**config.mk**
```make
export PLATFORM = sky130hd
export DESIGN_NAME = voting_machine
export DESIGN_NICKNAME = d
export VERILOG_FILES = /design/src/rtl/voting_pkg.sv /design/src/rtl/button_debounce.sv /design/src/rtl/voting_machine.sv
export SDC_FILE = /design/constraint.sdc
export NUM_CORES = 1
export LEC_CHECK = 0
export CAP_MARGIN = 20
export CORE_ASPECT_RATIO = 1.25
export CORE_MARGIN = 2
export CORE_UTILIZATION = 54
export CTS_CLUSTER_DIAMETER = 120
export DETAILED_ROUTE_END_ITERATION = 7
export GPL_TIMING_DRIVEN = 0
export HOLD_SLACK_MARGIN = 0.1
export PLACE_DENSITY = 0.82
export SKIP_LAST_GASP = 1
export SLEW_MARGIN = 20
export SYNTH_ARGS = -nofsm -noshare
export SYNTH_HDL_FRONTEND = slang
export SYNTH_SLANG_ARGS = --single-unit
```
**constraint.sdc**
```tcl
create_clock -name clock -period 4.7 [get_ports clock]
set_input_delay 1.41 -clock clock [delete_from_list [all_inputs] [get_ports clock]]
set_output_delay 1.41 -clock clock [all_outputs]
set_load 0.05 [all_outputs]
```
**src/rtl/voting_pkg.sv**
```systemverilog
// voting_pkg
// Shared constants and types for the four-candidate voting machine.
//   NUM_CANDIDATES  number of candidate buttons/counters
//   VOTE_COUNT_W    width of one vote counter (equals the LED width)
//   vote_count_t    one vote counter value
//   LED_ACK/LED_OFF led patterns for the vote acknowledge
//   MODE_VOTE/MODE_RESULT encodings of the mode input
package voting_pkg;

    localparam int unsigned NUM_CANDIDATES = 4;
    localparam int unsigned VOTE_COUNT_W   = 8;

    typedef logic [VOTE_COUNT_W-1:0] vote_count_t;

    localparam logic [7:0] LED_ACK = 8'hFF;
    localparam logic [7:0] LED_OFF = 8'h00;

    localparam logic MODE_VOTE   = 1'b0;
    localparam logic MODE_RESULT = 1'b1;

endpackage : voting_pkg

```
**src/rtl/button_debounce.sv**
```systemverilog
// button_debounce
// Debounces one raw active-high push-button. The hold counter advances while
// the button is high, clears on any low cycle and stops at DEBOUNCE_CYCLES,
// so a continuous press yields exactly one single-cycle valid pulse.
// Ports:
//   clock       system clock, rising edge
//   reset       asynchronous active-low reset
//   btn_in      raw button level
//   valid_pulse one-cycle pulse, high in the cycle the count reaches
//               DEBOUNCE_CYCLES
module button_debounce #(
    parameter int unsigned DEBOUNCE_CYCLES = 10
) (
    input  logic clock,
    input  logic reset,
    input  logic btn_in,
    output logic valid_pulse
);

    localparam int unsigned   CW     = $clog2(DEBOUNCE_CYCLES + 1);
    localparam logic [CW-1:0] TARGET = CW'(DEBOUNCE_CYCLES);

    logic [CW-1:0] cnt_q, cnt_d;
    logic          pulse_q, pulse_d;

    always_comb begin
        cnt_d   = cnt_q;
        pulse_d = 1'b0;
        if (!btn_in) begin
            cnt_d = '0;
        end else if (cnt_q != TARGET) begin
            cnt_d   = cnt_q + 1'b1;
            // Pulse is registered with the counter, so it is high exactly
            // while the counter first sits at TARGET.
            pulse_d = (cnt_d == TARGET);
        end
    end

    always_ff @(posedge clock or negedge reset) begin
        if (!reset) begin
            cnt_q   <= '0;
            pulse_q <= 1'b0;
        end else begin
            cnt_q   <= cnt_d;
            pulse_q <= pulse_d;
        end
    end

    assign valid_pulse = pulse_q;

endmodule : button_debounce

```
**src/rtl/voting_machine.sv**
```systemverilog
// voting_machine
// Four-candidate voting machine with a registered 8-bit LED display.
// Vote mode (mode=0): a debounced press, alone in its cycle and outside the
// acknowledge window, adds one (saturating) vote and lights led=FF for
// ACK_CYCLES cycles. Result mode (mode=1): led shows the count of the
// lowest-numbered held button.
// Optional build macro VOTE_TOTAL_DISPLAY_EN: in result mode with no button
// held, led shows the saturated sum of all counts instead of 00.
// Ports:
//   clock   system clock, rising edge
//   reset   asynchronous active-low reset
//   mode    0 = vote, 1 = result
//   button1..button4  raw active-high candidate buttons
//   led     registered display output
module voting_machine
    import voting_pkg::*;
#(
    parameter int unsigned DEBOUNCE_CYCLES = 10,
    parameter int unsigned ACK_CYCLES      = 10,
    parameter int unsigned COUNT_W         = VOTE_COUNT_W
) (
    input  logic       clock,
    input  logic       reset,
    input  logic       mode,
    input  logic       button1,
    input  logic       button2,
    input  logic       button3,
    input  logic       button4,
    output logic [7:0] led
);

    localparam int unsigned   TW       = $clog2(ACK_CYCLES + 1);
    localparam logic [TW-1:0] ACK_LOAD = TW'(ACK_CYCLES);

    logic [NUM_CANDIDATES-1:0] raw_btn;
    logic [NUM_CANDIDATES-1:0] pulse;

    logic [NUM_CANDIDATES-1:0][COUNT_W-1:0] cnt_q, cnt_d;
    logic [TW-1:0]                          timer_q, timer_d;
    logic [7:0]                             led_q, led_d;

    logic        single_pulse;
    logic        accept;
    vote_count_t sel_cnt;

    assign raw_btn = {button4, button3, button2, button1};

    button_debounce #(.DEBOUNCE_CYCLES(DEBOUNCE_CYCLES)) u_db1 (
        .clock(clock), .reset(reset), .btn_in(button1), .valid_pulse(pulse[0])
    );
    button_debounce #(.DEBOUNCE_CYCLES(DEBOUNCE_CYCLES)) u_db2 (
        .clock(clock), .reset(reset), .btn_in(button2), .valid_pulse(pulse[1])
    );
    button_debounce #(.DEBOUNCE_CYCLES(DEBOUNCE_CYCLES)) u_db3 (
        .clock(clock), .reset(reset), .btn_in(button3), .valid_pulse(pulse[2])
    );
    button_debounce #(.DEBOUNCE_CYCLES(DEBOUNCE_CYCLES)) u_db4 (
        .clock(clock), .reset(reset), .btn_in(button4), .valid_pulse(pulse[3])
    );

`ifdef VOTE_TOTAL_DISPLAY_EN
    // Two spare bits hold the sum of four counts without overflow.
    logic [COUNT_W+1:0] total;

    always_comb begin
        total = '0;
        for (int unsigned i = 0; i < NUM_CANDIDATES; i++) begin
            total = total + (COUNT_W+2)'(cnt_q[i]);
        end
    end
`endif

    // Exactly one pulse: non-zero and a power of two.
    assign single_pulse = (pulse != '0) && ((pulse & (pulse - 1'b1)) == '0);
    assign accept       = (mode == MODE_VOTE) && single_pulse && (timer_q == '0);

    always_comb begin
        cnt_d = cnt_q;
        for (int unsigned i = 0; i < NUM_CANDIDATES; i++) begin
            // At full scale the vote is still acknowledged, just not counted.
            if (accept && pulse[i] && (cnt_q[i] != '1)) begin
                cnt_d[i] = cnt_q[i] + 1'b1;
            end
        end
    end

    always_comb begin
        timer_d = timer_q;
        if (mode == MODE_RESULT) begin
            timer_d = '0;
        end else if (accept) begin
            timer_d = ACK_LOAD;
        end else if (timer_q != '0) begin
            timer_d = timer_q - 1'b1;
        end
    end

    always_comb begin
        sel_cnt = '0;
        for (int i = NUM_CANDIDATES - 1; i >= 0; i--) begin
            // Descending scan so the lowest-numbered held button wins.
            if (raw_btn[i]) begin
                sel_cnt = cnt_q[i];
            end
        end
    end

    always_comb begin
        led_d = LED_OFF;
        if (mode == MODE_VOTE) begin
            led_d = (timer_q != '0) ? LED_ACK : LED_OFF;
        end else if (raw_btn != '0) begin
            led_d = sel_cnt;
        end else begin
`ifdef VOTE_TOTAL_DISPLAY_EN
            led_d = (total > (COUNT_W+2)'(8'hFF)) ? 8'hFF : total[7:0];
`else
            led_d = LED_OFF;
`endif
        end
    end

    always_ff @(posedge clock or negedge reset) begin
        if (!reset) begin
            cnt_q   <= '0;
            timer_q <= '0;
            led_q   <= LED_OFF;
        end else begin
            cnt_q   <= cnt_d;
            timer_q <= timer_d;
            led_q   <= led_d;
        end
    end

    assign led = led_q;

endmodule : voting_machine

```
==> results of run 1 <==
==> sequential cells by signal (all words and copies together) (netlist names) <==
name               count
u_db1.valid_pulse      1
led                    8
timer_q                4
u_db2.cnt_q            4
u_db4.valid_pulse      1
u_db2.valid_pulse      1
u_db4.cnt_q            4
cnt_q                 32
u_db1.cnt_q            4
u_db3.valid_pulse      1
u_db3.cnt_q            4
==> cell families after synthesis <==
group                    count (synthesis)
AND/OR/NAND/NOR                        111
flip-flops                              64
AO/OA/AOI/OAI                           50
XOR/XNOR                                33
buffers and inverters                   20
adder cells (fa/ha/maj)                 17
multiplexers                            15
==> report_power, final <==
part           internal [uW]  total (uW)  switching (uW)
Combinational            137         376             239
Sequential               603         638            34.3
Clock                    272         465             192
==> worst paths after layout <==
check	startpoint	end	cells past startpoint
hold / removal	cnt_q[15]	cnt_q[15]	1
setup reg to reg	timer_q[0]	cnt_q[6]	7
min in group asynchronous	reset	timer_q[2]	1
setup / recovery	mode	cnt_q[6]	5
max in group asynchronous	reset	cnt_q[20]	2
hold reg to reg	cnt_q[15]	cnt_q[15]	1
==> metal layers <==
layer  wire (um)  GRT usage [%]  vias to the layer above
met1        2642          26.38                     1220
met5           0              0                        -
li1            -              -                     1172
met4         235          14.29                        0
met2        3444          36.73                       63
met3         238          3.956                       18
==> worst reg2reg max path, stage by stage (launching register included) <==
cell and delay [ns]:
dfrtp_1 0.41, inv_1 0.07, ha_1 0.19, or3b_1 0.38
buf_6 0.17, nor3_4 0.43, nand4_1 0.18, mux2_1 0.34
==> final cells by class <==
class	count	area (um^2)
fillers	506	2257
multi-input cells	226	1682
flip-flops and latches	64	1602
clock buffers	13	158.9
repair buffers	15	157.7
well taps	85	106.4
inverters	13	48.80
clock inverters	3	40.04
plain buffers	7	33.78
==> Yosys cell counts (all sizes together) <==
library cell / number / share of area, %
nand2: 16 / 1.8
nand4: 15 / 3.0
or3b: 1 / 0.26
o311a: 5 / 1.5
and4: 2 / 0.52
a221oi: 8 / 2.1
mux2i: 4 / 1.2
xnor2: 21 / 5.7
nor3b: 1 / 0.22
dfrtp: 64 / 48
nand2b: 4 / 0.74
o2111ai: 2 / 0.52
a211oi: 1 / 0.22
nor4: 4 / 2.3
and2: 4 / 0.74
ha: 17 / 6.3
nor2: 9 / 1.0
a221o: 1 / 0.33
o41ai: 1 / 0.26
nand3: 10 / 1.5
xor2: 12 / 3.1
or3: 6 / 1.1
buf: 1 / 0.33
mux2: 11 / 3.8
inv: 13 / 1.4
a21oi: 12 / 1.8
clkbuf: 6 / 0.67
nor2b: 14 / 2.6
and3: 11 / 2.0
nor3: 14 / 2.4
o21ai: 20 / 3.0
==> stage by stage <==
step	worst slack, ns	utilization [%]	power [uW]	std cells	hold WS, ns
global placement	0.1945	59.35	1008	409	0.4936
detailed placement	1.279	59.64	1027	410	0.5140
CTS	1.635	62.91	1495	426	0.5273
global route	1.534	62.91	1557	426	0.5552
floorplan	1.960	-	909.9	310	0.4636
finish	1.598	62.91	1479	426	0.5256
==> results.md, run 1 <==
- Status: complete, no violations
- Synthesis-stage register bit count: between 60 and 70
- Final WL: between 6000 and 7000 um
- Vias per cell: between 5 and 6
- RSZ-0062 raised after global routing: no
- Synth unique cells: 38
- HP Class: reg -> reg
- CTS tree: done
- Period utilization: between 60% and 70%
- Area of placed instances: roughly 3600 um^2
- Buffers on Ports: 14
- Final min period: roughly 3.1 ns
- Final instance area: approximately 3800 um^2
- Worst vdd ir: between 0.2 and 0.25 mV
- Row count: 32
- First DRT Iteration DRCs: between 100 and 150
- Commonest non-fill, non-tap cell in the layout: dfrtp_1
- CTS H-Tree Depth: 3
- Synth Cell Area: around 3400 um^2
- Initial Util: between 50% and 60%
- Longest Clk Path Bufs: 2
- Routed Antenna Nets: 0
- Diode count: 0
- P&R area growth vs syn: 13.75%
- Worst-Skew Late Latency: between 0.3 and 0.4 ns
- CTS sink cnt: 64
- R2R setup slack: ~2.4 ns
- Chip Width: ~75 um
- Final hold violation count: 0
- Die height: between 90 and 100 um
- Net count reported at finish: between 300 and 400
- Largest family of logic cells by synthesized area: simple AND/OR/NAND/NOR gates
- Post-synthesis xor/xnor area fraction: about 8.8%
- Share of cells above drive strength 1: under 10%
- Hold buffers post-CTS: 0
- CP required: between 4 and 5 ns
- Final Max Slew Viols: 0
- Drt first pass iters: 4
- Setup Viol. Count Final: 0
- CP arrival: about 3.3 ns
- Clk_skew: between 0.005 and 0.006 ns
- Initial antenna violation count: 0
- CP max stage cell: clkdlybuf4s50_1
- Worst-Margin Slew: between 0.9 and 1 ns
- Routed vias: roughly 2500
- Routed WL per cell: 15.40 um
- GRT Overall Usage: 22.42%
- Die area: between 6000 and 7000 um^2
- FMAX: between 300 and 400 MHz
- Buf+Inv Stages, Crit Path: 1
- Area of the core: 6086 um^2
- Syn Area/Cell: around 11 um^2
- CTS Root Buffer Type: clkbuf_8
- Worst path cell trace: clkdlybuf4s50_1, a221o_2, nor3_4, nand4_1, mux2_1
- Ys Warns: 0
- Max-Cap Viols: 0
- Worst-path fanout max: 9
- # DRC: 0
- Post-synthesis simple-gate area fraction: 20.19%
- Setup crit start kind: input pin
- TNS Setup: 0 ns
- CTS buffer count: 9
- GPL Wtd Cong: around 0.86
- Largest net degree at the start of global routing: a little over 40
- Leak Pwr: 0.001695 uW
- Grt ovf: 0
- Final HPWL from detailed placement: 4858 um
- Crit Path Category: in -> reg
- Register area share after synthesis: 47.58%
- Compound-Gate Fraction of Synth Area: 9.665%
- First-pass GRT wire length: approximately 12000 um
- Post-Synth Adder-Cell Area: ~6.3%
- PD cells: 386.3 nW/um^2
- CP Capture Type: flop
- Relative slew slack: 35.92%
- Most frequent cells in the layout: dfrtp_1, o21ai_0, xnor2_1
- Number of placed I/O pins: 15
- Post-Syn Instances: 310
- Vias in the first global route: ~2500
- CP max stage delay: approximately 0.50 ns
- Multiplexer share of the synthesized area: ~5%
- Postcts setup bufs: 0
- CTS clk-pin slew, worst paths: 0.07 ns
- Syn Nets: between 300 and 400
- Worst path top cell family by delay: simple AND/OR/NAND/NOR gates
- Post-cts resize count: 0
Power figures use the tool's default switching activity.
==> run 2: changes to the inputs <==
--- a/config.mk
+++ b/config.mk
@@ -13,7 +13,7 @@
 export DETAILED_ROUTE_END_ITERATION = 7
 export GPL_TIMING_DRIVEN = 0
 export HOLD_SLACK_MARGIN = 0.1
-export PLACE_DENSITY = 0.82
+export PLACE_DENSITY = 0.85
 export SKIP_LAST_GASP = 1
 export SLEW_MARGIN = 20
 export SYNTH_ARGS = -nofsm -noshare
==> constraint.sdc (replaced) <==
create_clock -name clock -period 2.7 [get_ports clock]
set_input_delay 0.81 -clock clock [delete_from_list [all_inputs] [get_ports clock]]
set_output_delay 0.81 -clock clock [all_outputs]
set_load 0.05 [all_outputs]
==> run 2 against run 1 <==
Compared with the run above: sequential power grew 74%; die area did not move; sequential share of layout area decreased by 0.082 points; count of clock-buffer cells in the layout is the same; design area increased by 0.20%; clock skew rose by 0.0044 ns; worst hold slack got worse by 0.14 ns; routed wire length is 0.26% higher; utilization is 0.12 points higher; critical path type unchanged; setup slack got worse by 1.4 ns; global-route usage shrank 1.1 points; critical endpoint unchanged.
==> results.md, run 2 (synthesized netlist as in run 1, its figures left out) <==
- Routed vias: 2476 (was 2473)
- CTS clk-pin slew, worst paths: 0.07 ns (about the same)
- Worst path cell trace: clkdlybuf4s50_1, a221o_2, nor3_4, nand4_1, mux2_1 (unchanged)
- Initial antenna violation count: 0 (unchanged)
- Critical path launch point: mode (unchanged)
- CP max stage cell: clkdlybuf4s50_1 (unchanged)
- Die height: 92.27 um (unchanged)
- Share of cells above drive strength 1: 9.677% (was 9.384%)
- Worst vdd ir: 0.5742 mV (was 0.2393 mV)
- Drt first pass iters: 4 (unchanged)
- Buffers on Ports: 14 (unchanged)
- RSZ-0062 raised after global routing: no (unchanged)
- Net count reported at finish: 360 (unchanged)
- FMAX: approximately 400 MHz
- Setup Viol. Count Final: 0 (unchanged)
- Worst-path fanout max: 9 (unchanged)
- # DRC: 0 (unchanged)
- Clk_skew: 0.009635 ns (was 0.005262 ns)
- Commonest non-fill, non-tap cell in the layout: dfrtp_1 (unchanged)
- Buf+Inv Stages, Crit Path: 1 (unchanged)
- Crit. path cell count: 5 (unchanged)
- CP Capture Type: flop (unchanged)
- Post-cts resize count: 0 (unchanged)
- Vias per cell: 5.812 (was 5.805)
- Setup crit start kind: input pin (unchanged)
- CTS sink cnt: 64 (unchanged)
- Final WL: 6577 um (was 6560 um)
- CTS tree: done (unchanged)
- Chip Width: 74.62 um (unchanged)
- Finished Core Util: 63.03% (was 62.91%)
- PD cells: 675.2 nW/um^2 (was 386.3 nW/um^2)
- Most frequent cells in the layout: dfrtp_1, o21ai_0, xnor2_1 (unchanged)
- Non-Filler Instances: 426 (unchanged)
- Worst-Margin Slew: 0.6111 ns (was 0.9488 ns)
- Crit Path Category: in -> reg (unchanged)
- Longest Clk Path Bufs: 2 (unchanged)
- Postcts setup bufs: 0 (unchanged)
- Final hold violation count: 0 (unchanged)
- Top reg by flops: cnt_q (unchanged)
- Final min period: between 2 and 2.5 ns
- Diode count: 0 (unchanged)
- Initial Util: 55.30% (unchanged)
- Period utilization: between 90% and 100%
- First DRT Iteration DRCs: 143 (was 122)
- Status: complete, no violations (unchanged)
- Die area: 6884 um^2 (unchanged)
- CTS buffer count: 9 (unchanged)
- Largest net degree at the start of global routing: 36 (was 41)
- Place WS: -0.09775 ns (was 1.279 ns)
- CP arrival: 2.70 ns (was 3.32 ns)
- Hold buffers post-CTS: 0 (unchanged)
- Routed WL per cell: 15.44 um (was 15.40 um)
- Routed Antenna Nets: 0 (unchanged)
- Max-Cap Viols: 0 (unchanged)
- Row count: 32 (unchanged)
- Final HPWL from detailed placement: 4832 um (was 4858 um)
- CP max stage delay: 0.52 ns (was 0.50 ns)
- PnR worst setup slack: 0.2145 ns (was 1.598 ns)
- P&R area growth vs syn: 13.98% (was 13.75%)
- CTS H-Tree Depth: 3 (unchanged)
- Placed cells: 410 (unchanged)
- Number of placed I/O pins: 15 (unchanged)
- Worst path top cell family by delay: simple AND/OR/NAND/NOR gates (unchanged)
- Largest register FFs: 32 (unchanged)
- First-pass GRT wire length: 11050 um (was 11650 um)
- CTS Root Buffer Type: clkbuf_8 (unchanged)
- Worst-Skew Late Latency: 0.34 ns (was 0.33 ns)
- Area of the core: 6086 um^2 (unchanged)
- HP Class: in -> async (was reg -> reg)
- Leak Pwr: 0.001699 uW (was 0.001695 uW)
- Launch point of the worst reg-to-reg path: timer_q[0] (unchanged)
- Final Max Slew Viols: 0 (unchanged)
- Relative slew slack: 58.82% (was 35.92%)
- CP required: 2.91 ns (was 4.92 ns)
- Worst reg2reg path depth: 7 (unchanged)
- GPL Wtd Cong: 0.9193 (was 0.8554)
- Vias in the first global route: 2472 (was 2510)
- GRT Overall Usage: 21.28% (was 22.42%)
- Fillers: 502 (was 506)
- Grt ovf: 0 (unchanged)
## run 2: changes by cell type in the layout (fill, tap and decap cells not counted)
| cell | change |
|---|---|
| o41ai_2 | +1 |
| o41ai_1 | -1 |
## run 2: final cells by class
type / instances / area [um^2] / area share (%)
Buffer: 7 / 33.78 / 0.8806
Sequential cell: 64 / 1602 / 41.75
Timing Repair Buffer: 15 / 157.7 / 4.110
Tap cell: 85 / 106.4 / 2.772
Inverter: 13 / 48.80 / 1.272
Multi-Input combinational cell: 226 / 1689 / 44.03
Clock buffer: 13 / 158.9 / 4.142
Clock inverter: 3 / 40.04 / 1.044
## run 2: report_power, final
group | internal (uW) | switching (uW) | total [uW]
clock network | 474 | 349 | 824
registers | 1050 | 57.9 | 1110
logic | 239 | 419 | 658
total | 1760 | 827 | 2590
## run 2: per-layer routing
metal / vias up / wire length, um / global-route usage (%) / share of wire, %
li1: 1176 / - / - / -
met1: 1210 / 2737 / 25.23 / 42
met2: 72 / 3388 / 35.55 / 52
met3: 18 / 249 / 4.505 / 3.8
met4: 0 / 202 / 10.71 / 3.1
met5: - / 0 / 0 / 0
## run 2: final timing paths
path | endpoint | slack (ns)
max in group asynchronous | cnt_q[7] | 1.80
hold / removal | timer_q[2] | 0.39
setup / recovery | cnt_q[6] | 0.21
min in group clock | cnt_q[7] | 0.52
setup reg to reg | cnt_q[6] | 0.46
hold reg to reg | cnt_q[7] | 0.52
## run 2: stage by stage
stage / power (uW) / hold WS, ns / TNS [ns] / cell area (um^2)
3_3_place_gp: 1760 / 0.4906 / -75.03 / 3612
4_1_cts: 2613 / 0.3952 / 0 / 3829
3_5_place_dp: 1786 / 0.4953 / -0.3501 / 3630
5_1_grt: 2735 / 0.4033 / 0 / 3836
2_1_floorplan: 1584 / 0.4636 / 0 / 3366
6_report: 2590 / 0.3867 / 0 / 3836
